**src/rtl/spi_pkg.sv**
```systemverilog
// spi_pkg: shared definitions for the SPI bus arbiter.
//   - spi_state_t : arbiter FSM state encoding
//   - SPI_N_REQ_DEF / SPI_TIMEOUT_DEF : default requester count and
//     idle-grant watchdog limit used by spi_arbiter
package spi_pkg;

    localparam int SPI_N_REQ_DEF   = 4;
    localparam int SPI_TIMEOUT_DEF = 255;

    typedef enum logic [2:0] {
        IDLE,
        GRANT,
        LOAD,
        WAIT_START,
        XFER,
        DONE
    } spi_state_t;

endpackage

```
**src/rtl/spi_rr_pick.sv**
```systemverilog
// spi_rr_pick: combinational round-robin selector.
// Ports:
//   i_req  [N_REQ-1:0]       request vector
//   i_last [clog2(N_REQ)-1:0] index of the previous owner
//   o_pick [N_REQ-1:0]       one-hot winner (zero when no request)
//   o_idx  [clog2(N_REQ)-1:0] index of the winner
// Search starts at i_last+1 and wraps, so the previous owner has the
// lowest priority.
module spi_rr_pick #(
    parameter int N_REQ = 4
) (
    input  logic [N_REQ-1:0]         i_req,
    input  logic [$clog2(N_REQ)-1:0] i_last,
    output logic [N_REQ-1:0]         o_pick,
    output logic [$clog2(N_REQ)-1:0] o_idx
);

    localparam int IW = $clog2(N_REQ);

    logic          w_found;
    logic [IW-1:0] w_j;

    always_comb begin
        o_pick  = '0;
        o_idx   = '0;
        w_found = 1'b0;
        w_j     = '0;
        for (int k = 1; k <= N_REQ; k++) begin
            w_j = IW'((int'(i_last) + k) % N_REQ);
            if (!w_found && i_req[w_j]) begin
                w_found     = 1'b1;
                o_pick[w_j] = 1'b1;
                o_idx       = w_j;
            end
        end
    end

endmodule

```
**src/rtl/spi_arbiter.sv**
```systemverilog
// spi_arbiter: round-robin arbiter sharing one SPI byte engine among
// N_REQ requesters.
// Ports:
//   clk, rst_n                 clock, async active-low reset
//   req/gnt                    per-requester request level / one-hot grant
//   tx_data/tx_valid/tx_last   owner's byte offer (8 bits per requester)
//   tx_ready                   one-cycle byte-accept pulse to the owner
//   rx_data/rx_valid           received byte + one-cycle pulse to the owner
//   eng_data_in/eng_ready_send byte and start pulse to the engine
//   eng_busy/eng_data_out      engine status and received byte
//   timeout_err                one-cycle pulse on an idle-grant abort
// Optional feature: define SPI_ARB_TIMEOUT_EN to enable the GRANT-state
// watchdog (TIMEOUT cycles); otherwise GRANT is held indefinitely.
module spi_arbiter
    import spi_pkg::*;
#(
    parameter int N_REQ   = SPI_N_REQ_DEF,
    parameter int TIMEOUT = SPI_TIMEOUT_DEF
) (
    input  logic               clk,
    input  logic               rst_n,
    input  logic [N_REQ-1:0]   req,
    output logic [N_REQ-1:0]   gnt,
    input  logic [8*N_REQ-1:0] tx_data,
    input  logic [N_REQ-1:0]   tx_valid,
    input  logic [N_REQ-1:0]   tx_last,
    output logic [N_REQ-1:0]   tx_ready,
    output logic [7:0]         rx_data,
    output logic [N_REQ-1:0]   rx_valid,
    output logic [7:0]         eng_data_in,
    output logic               eng_ready_send,
    input  logic               eng_busy,
    input  logic [7:0]         eng_data_out,
    output logic               timeout_err
);

    localparam int IW = $clog2(N_REQ);

    if (N_REQ < 2 || N_REQ > 8 || TIMEOUT < 1 || TIMEOUT > 65535) begin : g_bad_param
        $error("spi_arbiter: N_REQ or TIMEOUT out of range");
    end

    spi_state_t       r_state;
    logic [IW-1:0]    r_owner;      // current owner, doubles as last owner
    logic [N_REQ-1:0] r_gnt;
    logic [N_REQ-1:0] r_tx_ready;
    logic [N_REQ-1:0] r_rx_valid;
    logic [7:0]       r_rx_data;
    logic [7:0]       r_eng_data_in;
    logic             r_eng_ready_send;
    logic             r_last;       // byte in flight closes the transaction

    logic [N_REQ-1:0] w_pick;
    logic [IW-1:0]    w_pick_idx;
    logic [7:0]       w_tx_bytes [N_REQ];

    for (genvar g = 0; g < N_REQ; g++) begin : g_unpack
        assign w_tx_bytes[g] = tx_data[8*g +: 8];
    end

    spi_rr_pick #(.N_REQ(N_REQ)) u_pick (
        .i_req  (req),
        .i_last (r_owner),
        .o_pick (w_pick),
        .o_idx  (w_pick_idx)
    );

`ifdef SPI_ARB_TIMEOUT_EN
    logic [15:0] r_tcnt;
    logic        r_timeout_err;

    // Counts cycles spent in GRANT; any other state clears it, so every
    // entry into GRANT (including burst re-entry from DONE) starts at 0.
    always_ff @(posedge clk or negedge rst_n) begin
        if (!rst_n)
            r_tcnt <= '0;
        else if (r_state == GRANT)
            r_tcnt <= r_tcnt + 16'd1;
        else
            r_tcnt <= '0;
    end

    assign timeout_err = r_timeout_err;
`else
    assign timeout_err = 1'b0;
`endif

    always_ff @(posedge clk or negedge rst_n) begin
        if (!rst_n) begin
            r_state          <= IDLE;
            r_owner          <= IW'(N_REQ - 1);
            r_gnt            <= '0;
            r_tx_ready       <= '0;
            r_rx_valid       <= '0;
            r_rx_data        <= '0;
            r_eng_data_in    <= '0;
            r_eng_ready_send <= 1'b0;
            r_last           <= 1'b0;
`ifdef SPI_ARB_TIMEOUT_EN
            r_timeout_err    <= 1'b0;
`endif
        end else begin
            // pulse outputs default low
            r_tx_ready       <= '0;
            r_rx_valid       <= '0;
            r_eng_ready_send <= 1'b0;
`ifdef SPI_ARB_TIMEOUT_EN
            r_timeout_err    <= 1'b0;
`endif
            case (r_state)
                IDLE: begin
                    if (|req) begin
                        r_owner <= w_pick_idx;
                        r_gnt   <= w_pick;
                        r_state <= GRANT;
                    end
                end
                GRANT: begin
                    if (tx_valid[r_owner]) begin
                        r_state <= LOAD;
                    end else if (!req[r_owner]) begin
                        r_gnt   <= '0;
                        r_state <= IDLE;
                    end
`ifdef SPI_ARB_TIMEOUT_EN
                    else if (r_tcnt == 16'(TIMEOUT - 1)) begin
                        r_timeout_err <= 1'b1;
                        r_gnt         <= '0;
                        r_state       <= IDLE;
                    end
`endif
                end
                LOAD: begin
                    r_eng_data_in       <= w_tx_bytes[r_owner];
                    r_tx_ready[r_owner] <= 1'b1;
                    r_eng_ready_send    <= 1'b1;
                    r_last              <= tx_last[r_owner];
                    r_state             <= WAIT_START;
                end
                WAIT_START: begin
                    if (eng_busy)
                        r_state <= XFER;
                end
                XFER: begin
                    if (!eng_busy)
                        r_state <= DONE;
                end
                DONE: begin
                    r_rx_data           <= eng_data_out;
                    r_rx_valid[r_owner] <= 1'b1;
                    if (r_last) begin
                        r_gnt   <= '0;
                        r_state <= IDLE;
                    end else begin
                        r_state <= GRANT;   // burst: keep the grant
                    end
                end
                default: begin
                    r_gnt   <= '0;
                    r_state <= IDLE;
                end
            endcase
        end
    end

    assign gnt            = r_gnt;
    assign tx_ready       = r_tx_ready;
    assign rx_valid       = r_rx_valid;
    assign rx_data        = r_rx_data;
    assign eng_data_in    = r_eng_data_in;
    assign eng_ready_send = r_eng_ready_send;

endmodule

```
**config.mk**
```make
export PLATFORM = sky130hd
export DESIGN_NAME = spi_arbiter
export DESIGN_NICKNAME = d
export VERILOG_FILES = /design/src/rtl/spi_pkg.sv /design/src/rtl/spi_rr_pick.sv /design/src/rtl/spi_arbiter.sv
export SDC_FILE = /design/constraint.sdc
export NUM_CORES = 1
export LEC_CHECK = 0
export CORE_ASPECT_RATIO = 1.2
export CORE_MARGIN = 5
export CORE_UTILIZATION = 39
export CTS_CLUSTER_DIAMETER = 120
export DETAILED_ROUTE_END_ITERATION = 16
export PLACE_DENSITY = 0.86
export SYNTH_ARGS = -nofsm -noshare
export SYNTH_HDL_FRONTEND = slang
export SYNTH_SLANG_ARGS = --single-unit
```
**constraint.sdc**
```tcl
create_clock -name clk -period 2.7 [get_ports clk]
set_clock_uncertainty 0.2 [all_clocks]
set_input_delay 0.27 -clock clk [delete_from_list [all_inputs] [get_ports clk]]
set_output_delay 0.27 -clock clk [all_outputs]
set_load 0.02 [all_outputs]
```
==> impl_metrics.json, run 1 <==
{
  "hold_slack_ns": 0.3034,
  "synth_fp_nets": 236,
  "final.setup.tns_ns": 0,
  "ir_drop_uv": 539.9,
  "avgViaCountPerCell": 5.406,
  "yosys.area.top_type_share": 0.3880,
  "synth_largest_area_cell": "dfrtp_1",
  "core_um2": 5298,
  "dieArea_um2": 7041,
  "grt_pass1_vias": 1755,
  "grt_pass1_wl_um": 8155,
  "io_pins": 85,
  "wl_um": 5098,
  "synth-seq-area-share": 0.4127,
  "detail-route-antenna-nets": 0,
  "gr-usage-all-layers": 0.1442,
  "synth-edff-count": 0,
  "drtPass1Iterations": 4,
  "hold_violations": 0,
  "powerDensity_nw_per_um2": 1055,
  "worstPathRequired_ns": 2.72,
  "hp-class": "register to register",
  "p_leak_nw": 1.261,
  "io_buffers": 83,
  "timing.final.ws_setup_ns": 0.1313,
  "antenna_found_initial": 0,
  "root_buffer": "clkbuf_8",
  "synth.distinct_cells": 44,
  "tightest_slew_ns": 0.7422,
  "cts-htree-levels": 2,
  "slew_headroom": 0.5052,
  "numCtsBuffers": 5,
  "ys_ff_latch": 35,
  "multi_input_area_um2": 1112,
  "synthTopCellsByCount": "dfrtp_1 (33), mux2_2 (18), inv_1 (12), mux4_2 (12), nor2_1 (10)",
  "worstSetupPathType": "register to register",
  "dpl_worst_slack_ns": 0.1461,
  "drive_gt1_frac": 0.2171,
  "initial_utilization": 0.4017,
  "clock_latency_ns": 0.28,
  "period_share": 0.9514,
  "worstPathArrival_ns": 2.58,
  "seqCellArea_um2": 878.3,
  "die_y_um": 90.93,
  "drv_slew": 0,
  "row_count": 29,
  "yosysWarnings": 0,
  "timing.max_cap.violations": 0,
  "fmax_ghz": 0.3893,
  "yosysMostFrequentCell": "dfrtp_1",
  "critPathCaptureType": "register",
  "diodes": 0,
  "dpl-instance-area_um2": 3003,
  "syn_inst": 173,
  "synth_area_leaders": "dfrtp_1 (39%), mux4_2 (13%), mux2_2 (9.5%)",
  "wl_per_cell_um": 15.93,
  "setup_viol": 0,
  "die_x_um": 77.44,
  "grt_max_degree": 36,
  "post-cts-setup-buffer-count": 0,
  "gp_congestion": 0.8654,
  "worst-path-max-fanout": 8,
  "cts_tree": "built",
  "finalNetCount": 321,
  "detailed_place_hpwl_um": 4025,
  "overflow": 0,
  "post-route-drc-count": 0,
  "vias": 1730,
  "cts_buffer_depth": 2,
  "clock-sinks": 35,
  "rsz0062_at_grt": "no",
  "fillers": 431,
  "synth_area_um2": 2128,
  "area_delta_synth_final_pct": 45.68,
  "period_needed_ns": 2.569,
  "syn_avg_cell_area_um2": 12.30,
  "first_iter_violations": 68,
  "outcome": "complete, no violations",
  "async_reset_ff_frac": 1.000,
  "stdcell_area_um2": 3100,
  "synth_ff_type": "dfrtp_1",
  "clk_pin_slew_ns": 0.06,
  "cp-start-kind": "register"
}
[critical path, cell delays in order (launching register included)]
cell and delay (ns):
dfstp_2 0.53, inv_1 0.05, ha_1 0.41, mux4_2 0.60, nor4b_2 0.34, and2b_4 0.22
a221o_1 0.15
[cell usage in the layout (no fill, tap or decap), types with 4 or more instances in the layout]
cell             instances
clkdlybuf4s50_1         82
dfrtp_1                 33
mux2_2                  18
mux4_2                  13
inv_1                   12
nor2_1                  10
ha_1                     8
buf_4                    8
a21oi_1                  6
clkbuf_8                 6
nand2_1                  5
nor3_1                   4
or3b_1                   4
a221o_1                  4
o21ai_0                  4
[stage by stage]
stage / instances / utilization / total power, W
finish: 320 / 0.5853 / 0.003271
global route: 320 / 0.5853 / 0.003503
CTS: 320 / 0.5853 / 0.003312
detailed placement: 312 / 0.5668 / 0.002922
global placement: 312 / 0.5668 / 0.002867
floorplan: 173 / - / 0.002275
[what timing repair did]
item / 4_1_cts / 5_1_grt
gates resized for setup: 0 / 0
endpoints found under the hold margin: 33 / 0
hold buffers: 1 / 0
[state kept, by name (all words and copies together), names as in the netlist]
register	cells
r_owner	2
eng_ready_send	1
eng_data_in	8
gnt	4
r_state	3
r_last	1
tx_ready	4
rx_valid	4
rx_data	8
[cells by family after synthesis]
group	count (synthesis)	share of synthesized area
simple gates	38	0.1029
flops	35	0.4127
mux	34	0.2640
compound gates	30	0.1058
buf+inv	27	0.06584
fa+ha+maj	8	0.04703
other cells	1	0.001762
[layer usage]
layer / vias to the layer above / GRT usage / share of wire
li1: 811 / - / -
met1: 834 / 0.1639 / 0.38
met2: 77 / 0.2577 / 0.53
met3: 8 / 0.02994 / 0.072
met4: 0 / 0.06160 / 0.020
met5: - / 0 / 0
[final timing paths]
kind | cells past startpoint | start | end | slack (ns)
worst max-delay path | 6 | r_owner[1] | gnt[2] | 0.13
worst min-delay path | 1 | rx_data[7] | rx_data[7] | 0.30
worst max register to register | 6 | r_owner[1] | gnt[2] | 0.13
worst min register to register | 1 | rx_data[7] | rx_data[7] | 0.30
max in group asynchronous | 2 | rst_n | rx_valid[3] | 1.44
min in group asynchronous | 2 | rst_n | rx_data[7] | 0.39
[power by group]
| group | internal, W | total [W] | switching (W) |
|---|---|---|---|
| Sequential | 0.000750 | 0.000892 | 0.000142 |
| Clock | 0.000200 | 0.000367 | 0.000168 |
| Combinational | 0.00104 | 0.00201 | 0.000971 |
[layout make-up]
cell class / count / share of cell area
clock buffers: 6 / 0.02663
repair buffers: 92 / 0.2889
clock inverters: 1 / 0.001614
inverters: 13 / 0.01574
flip-flops and latches: 35 / 0.2833
multi-input cells: 111 / 0.3588
well taps: 62 / 0.02502
Note: power is estimated with default switching activity, not from simulation.
==> run 2: changes to the inputs <==
CAP_MARGIN = 30   (was unset)
CORE_UTILIZATION = 47   (was 39)
PLACE_DENSITY = 0.95   (was 0.86)
SKIP_LAST_GASP = 1   (was unset)
clock period = 3 ns   (was 2.7 ns; I/O delays follow)
==> impl_metrics.json, run 2 (synthesis gave the netlist of run 1 again) <==
{
  "outcome": "complete, no violations",
  "cp-start-kind": "register",
  "cp_top_family": "multiplexers",
  "grt_pass1_wl_um": 8700,
  "antenna_found_initial": 0,
  "cts_buffer_depth": 2,
  "io_buffers": 83,
  "die_y_um": 83.72,
  "hold_violations": 0,
  "timing.max_cap.violations": 0,
  "grt_max_degree": 36,
  "vias": 1732,
  "worst-path-max-fanout": 8,
  "core_um2": 4327,
  "worstPathArrival_ns": 2.83,
  "drv_slew": 0,
  "period_share": 0.9340,
  "post-route-drc-count": 0,
  "setup_viol": 0,
  "grt_pass1_vias": 1856,
  "worstPathRequired_ns": 3.03,
  "drive_gt1_frac": 0.1969,
  "clock_latency_ns": 0.29,
  "gr-usage-all-layers": 0.1865,
  "layout_commonest_cell": "clkdlybuf4s50_1",
  "drtPass1Iterations": 4,
  "final_cell_mix": "clkdlybuf4s50_1 (82), dfrtp_1 (33), mux2_2 (18), inv_1 (12), mux4_2 (12)",
  "detailed_place_hpwl_um": 4088,
  "tightest_slew_ns": 0.7657,
  "detail-route-antenna-nets": 0,
  "row_count": 26,
  "final.setup.tns_ns": 0,
  "worstSetupPathType": "register to register",
  "wl_per_cell_um": 16.99,
  "io_pins": 85,
  "path_cells": "inv_1 -> ha_1 -> mux4_1 -> nor4b_1 -> and2b_4 -> a221o_1",
  "rsz0062_at_grt": "no",
  "finalNetCount": 317,
  "dpl_worst_slack_ns": 0.2195,
  "gp_congestion": 0.8364,
  "slew_headroom": 0.4895,
  "die_x_um": 71.43,
  "area_delta_synth_final_pct": 43.80,
  "root_buffer": "clkbuf_8",
  "cts_hold_buf": 1,
  "powerDensity_nw_per_um2": 950.2,
  "crit_slowest_cell": "mux4_1",
  "post-cts-setup-buffer-count": 0,
  "initial_utilization": 0.4919,
  "cp.buffers_inverters": 1,
  "avgViaCountPerCell": 5.587,
  "clk_pin_slew_ns": 0.07,
  "diodes": 0,
  "period_needed_ns": 2.802,
  "total_power_w": 0.002908,
  "clock-sinks": 35,
  "hp-class": "register to register",
  "overflow": 0,
  "slowest_delay_ns": 0.67,
  "first_iter_violations": 67,
  "cts-htree-levels": 2,
  "critPathCaptureType": "register",
  "wl_um": 5266,
  "timing.final.ws_setup_ns": 0.1980,
  "cts_resized": 0,
  "ir_drop_uv": 508.4,
  "cts_tree": "built",
  "p_leak_nw": 1.246,
  "numCtsBuffers": 5,
  "dieArea_um2": 5980,
  "fmax_ghz": 0.3569
}
## run 2: changes by cell type in the layout (fill, tap and decap cells not counted), sizes merged
cell and delta:
buf -4
## run 2: cell type report
cell class / count / area [um^2]
Timing Repair Buffer: 88 / 865.8
Multi-Input combinational cell: 111 / 1110
Clock inverter: 1 / 5.005
Sequential cell: 35 / 878.3
Clock buffer: 6 / 82.58
Inverter: 13 / 48.80
Fill cell: 298 / 1266
Tap cell: 56 / 70.07
## run 2: worst paths after layout
check,start,endpoint,slack [ns],cells after the start
min in group asynchronous,rst_n,eng_data_in[0],0.42,2
worst min-delay path,rx_data[1],rx_data[1],0.31,1
worst max register to register,r_owner[1],gnt[0],0.20,6
worst max-delay path,r_owner[1],gnt[0],0.20,6
worst min register to register,rx_data[1],rx_data[1],0.31,1
max in group asynchronous,rst_n,tx_ready[1],1.69,2
## run 2: layer usage
| layer | global-route usage | vias up | routed length [um] |
|---|---|---|---|
| met3 | 0.05422 | 11 | 436 |
| met1 | 0.1950 | 844 | 1899 |
| li1 | - | 800 | - |
| met5 | 0 | - | 0 |
| met2 | 0.3428 | 77 | 2833 |
| met4 | 0.07009 | 0 | 96 |
## run 2: power by group
part           internal (W)  total (W)  switching [W]
clock network      0.000180   0.000349       0.000169
logic              0.000898    0.00175       0.000855
registers          0.000675   0.000806       0.000131
## run 2: worst reg2reg max path, stage by stage (launching register included)
cell and delay, ns:
dfstp_2 0.53, inv_1 0.09, ha_1 0.43, mux4_1 0.67, nor4b_1 0.42, and2b_4 0.24
a221o_1 0.15
## run 2: per-stage QoR
step	hold slack (ns)	cells	instance area [um^2]	utilization
after floorplan	-0.1956	173	2128	-
after global placement	0.2002	302	2963	0.6848
after detailed placement	0.2110	302	2963	0.6848
after CTS	0.3093	310	3060	0.7073
after global routing	0.3297	310	3060	0.7073
final	0.3055	310	3060	0.7073
==> run 3: changes to the inputs <==
GPL_ROUTABILITY_DRIVEN = 0   (was unset)
PLACE_DENSITY = 0.85   (was 0.95)
==> impl_metrics.json, run 3 (synthesis gave the netlist of run 1 again) <==
{
  "outcome": "complete, no violations",
  "setup_viol": 0,
  "r2r-end": "gnt[2]",
  "cp.buffers_inverters": 1,
  "io_buffers": 83,
  "cp.depth": 6,
  "gr-usage-all-layers": 0.1835,
  "timing.max_cap.violations": 0,
  "timing.final.ws_setup_ns": 0.2040,
  "drtPass1Iterations": 4,
  "row_count": 26,
  "wl_per_cell_um": 16.53,
  "sw_frac_of_total": 0.3948,
  "hp-class": "input pin to async pin",
  "dieArea_um2": 5980,
  "initial_utilization": 0.4919,
  "r2r_cells": 6,
  "hold_violations": 0,
  "clockPowerShare": 0.116,
  "worstSetupPathType": "register to register",
  "grt_pass1_vias": 1791,
  "reg2reg_from": "r_owner[0]",
  "fillers": 327,
  "critPathCaptureType": "register",
  "r2r_slack_ns": 0.20,
  "overflow": 0,
  "clock-sinks": 35,
  "cts_tree": "built",
  "final_cell_mix": "clkdlybuf4s50_1 (83), dfrtp_1 (33), mux2_2 (18), inv_1 (12), mux4_2 (12)",
  "cts_resized": 0,
  "drv_slew": 0,
  "endpoint": "gnt[2]",
  "cts_hold_buf": 0,
  "hold_slack_ns": 0.2199,
  "internal_power_w": 0.001754,
  "final.setup.tns_ns": 0,
  "dpl_worst_slack_ns": 0.2204,
  "diodes": 0,
  "period_share": 0.9320,
  "crit_slowest_cell": "dfstp_2",
  "first_iter_violations": 72,
  "area_delta_synth_final_pct": 43.56,
  "seqCellArea_um2": 878.3,
  "slowest_delay_ns": 0.68,
  "p_switching_w": 0.001144,
  "cp_top_family": "flip-flops",
  "worstPathArrival_ns": 2.82,
  "rsz0062_at_grt": "no",
  "cts_buffer_depth": 2,
  "cp-start-kind": "register",
  "core_um2": 4327,
  "powerDensity_nw_per_um2": 948.7,
  "antenna_found_initial": 0,
  "grt_max_degree": 36,
  "ir_drop_uv": 571.0,
  "detailed_place_hpwl_um": 3928,
  "path_cells": "inv_2 -> ha_1 -> mux4_1 -> nor4b_1 -> and2b_4 -> a221o_1",
  "io_pins": 85,
  "fmax_ghz": 0.3577,
  "die_y_um": 83.72,
  "vias": 1681,
  "tightest_slew_ns": 0.5501,
  "period_needed_ns": 2.796,
  "worst-path-max-fanout": 12,
  "multi_input_area_um2": 1110,
  "drive_gt1_frac": 0.1937,
  "clk_pin_slew_ns": 0.07,
  "avgViaCountPerCell": 5.440,
  "numCtsBuffers": 5,
  "die_x_um": 71.43,
  "layout_commonest_cell": "clkdlybuf4s50_1",
  "worstPathRequired_ns": 3.02,
  "post-route-util": 0.7062,
  "finalNetCount": 316,
  "root_buffer": "clkbuf_8",
  "p_seq_frac": 0.286,
  "post-cts-setup-buffer-count": 0,
  "slew_headroom": 0.6329,
  "wl_um": 5109,
  "p_leak_nw": 1.241,
  "clock_latency_ns": 0.28,
  "cts-htree-levels": 2,
  "grt_pass1_wl_um": 8631,
  "post-route-drc-count": 0,
  "detail-route-antenna-nets": 0,
  "pwr-share-comb": 0.598,
  "cp-startpoint": "r_owner[0]"
}
-- run 3: cell count changes in the layout (fill, tap and decap cells not counted), sizes merged --
cell / before / now
buf: 5 / 4
clkdlybuf4s50: 82 / 83
dlygate4sd3: 1 / 0
-- run 3: area by class of cell --
cell class | instances | area share
Clock inverter | 1 | 0.001638
Sequential cell | 35 | 0.2875
Inverter | 13 | 0.01597
Tap cell | 56 | 0.02293
Clock buffer | 6 | 0.02703
Timing Repair Buffer | 87 | 0.2817
Multi-Input combinational cell | 111 | 0.3632
-- run 3: worst register-to-register path: stages, from the launching register on --
cell     delay, ns
dfstp_2       0.68
inv_2         0.12
ha_1          0.32
mux4_1        0.63
nor4b_1       0.41
and2b_4       0.24
a221o_1       0.15
-- run 3: worst min path at each step --
stage | from | endpoint
after CTS | rst_n | eng_data_in[4]
final | rst_n | r_state[1]
after global routing | rst_n | r_state[1]
after global placement | rx_data[6] | rx_data[6]
after detailed placement | rx_data[1] | rx_data[1]
after floorplan | rst_n | eng_data_in[0]
-- run 3: power groups by stage --
stage / Combinational [W] / Sequential, W / Clock [W]
finish: 0.00173 / 0.000828 / 0.000336
global route: 0.00188 / 0.000859 / 0.000368
CTS: 0.00175 / 0.000830 / 0.000348
detailed placement: 0.00173 / 0.000830 / 0
global placement: 0.00170 / 0.000821 / 0
floorplan: 0.00106 / 0.000965 / 0
-- run 3: per-stage QoR --
step	cell area, um^2	power, W	instances
finish	3055	0.002899	309
global route	3055	0.003109	309
CTS	3055	0.002923	309
detailed placement	2968	0.002565	302
global placement	2968	0.002519	302
floorplan	2128	0.002029	173
-- run 3: layer usage --
metal | track usage | up-vias | share of wire
li1 | - | 802 | -
met4 | 0.06154 | 0 | 0.013
met1 | 0.2061 | 819 | 0.37
met2 | 0.3403 | 55 | 0.56
met5 | 0 | - | 0
met3 | 0.03253 | 5 | 0.059
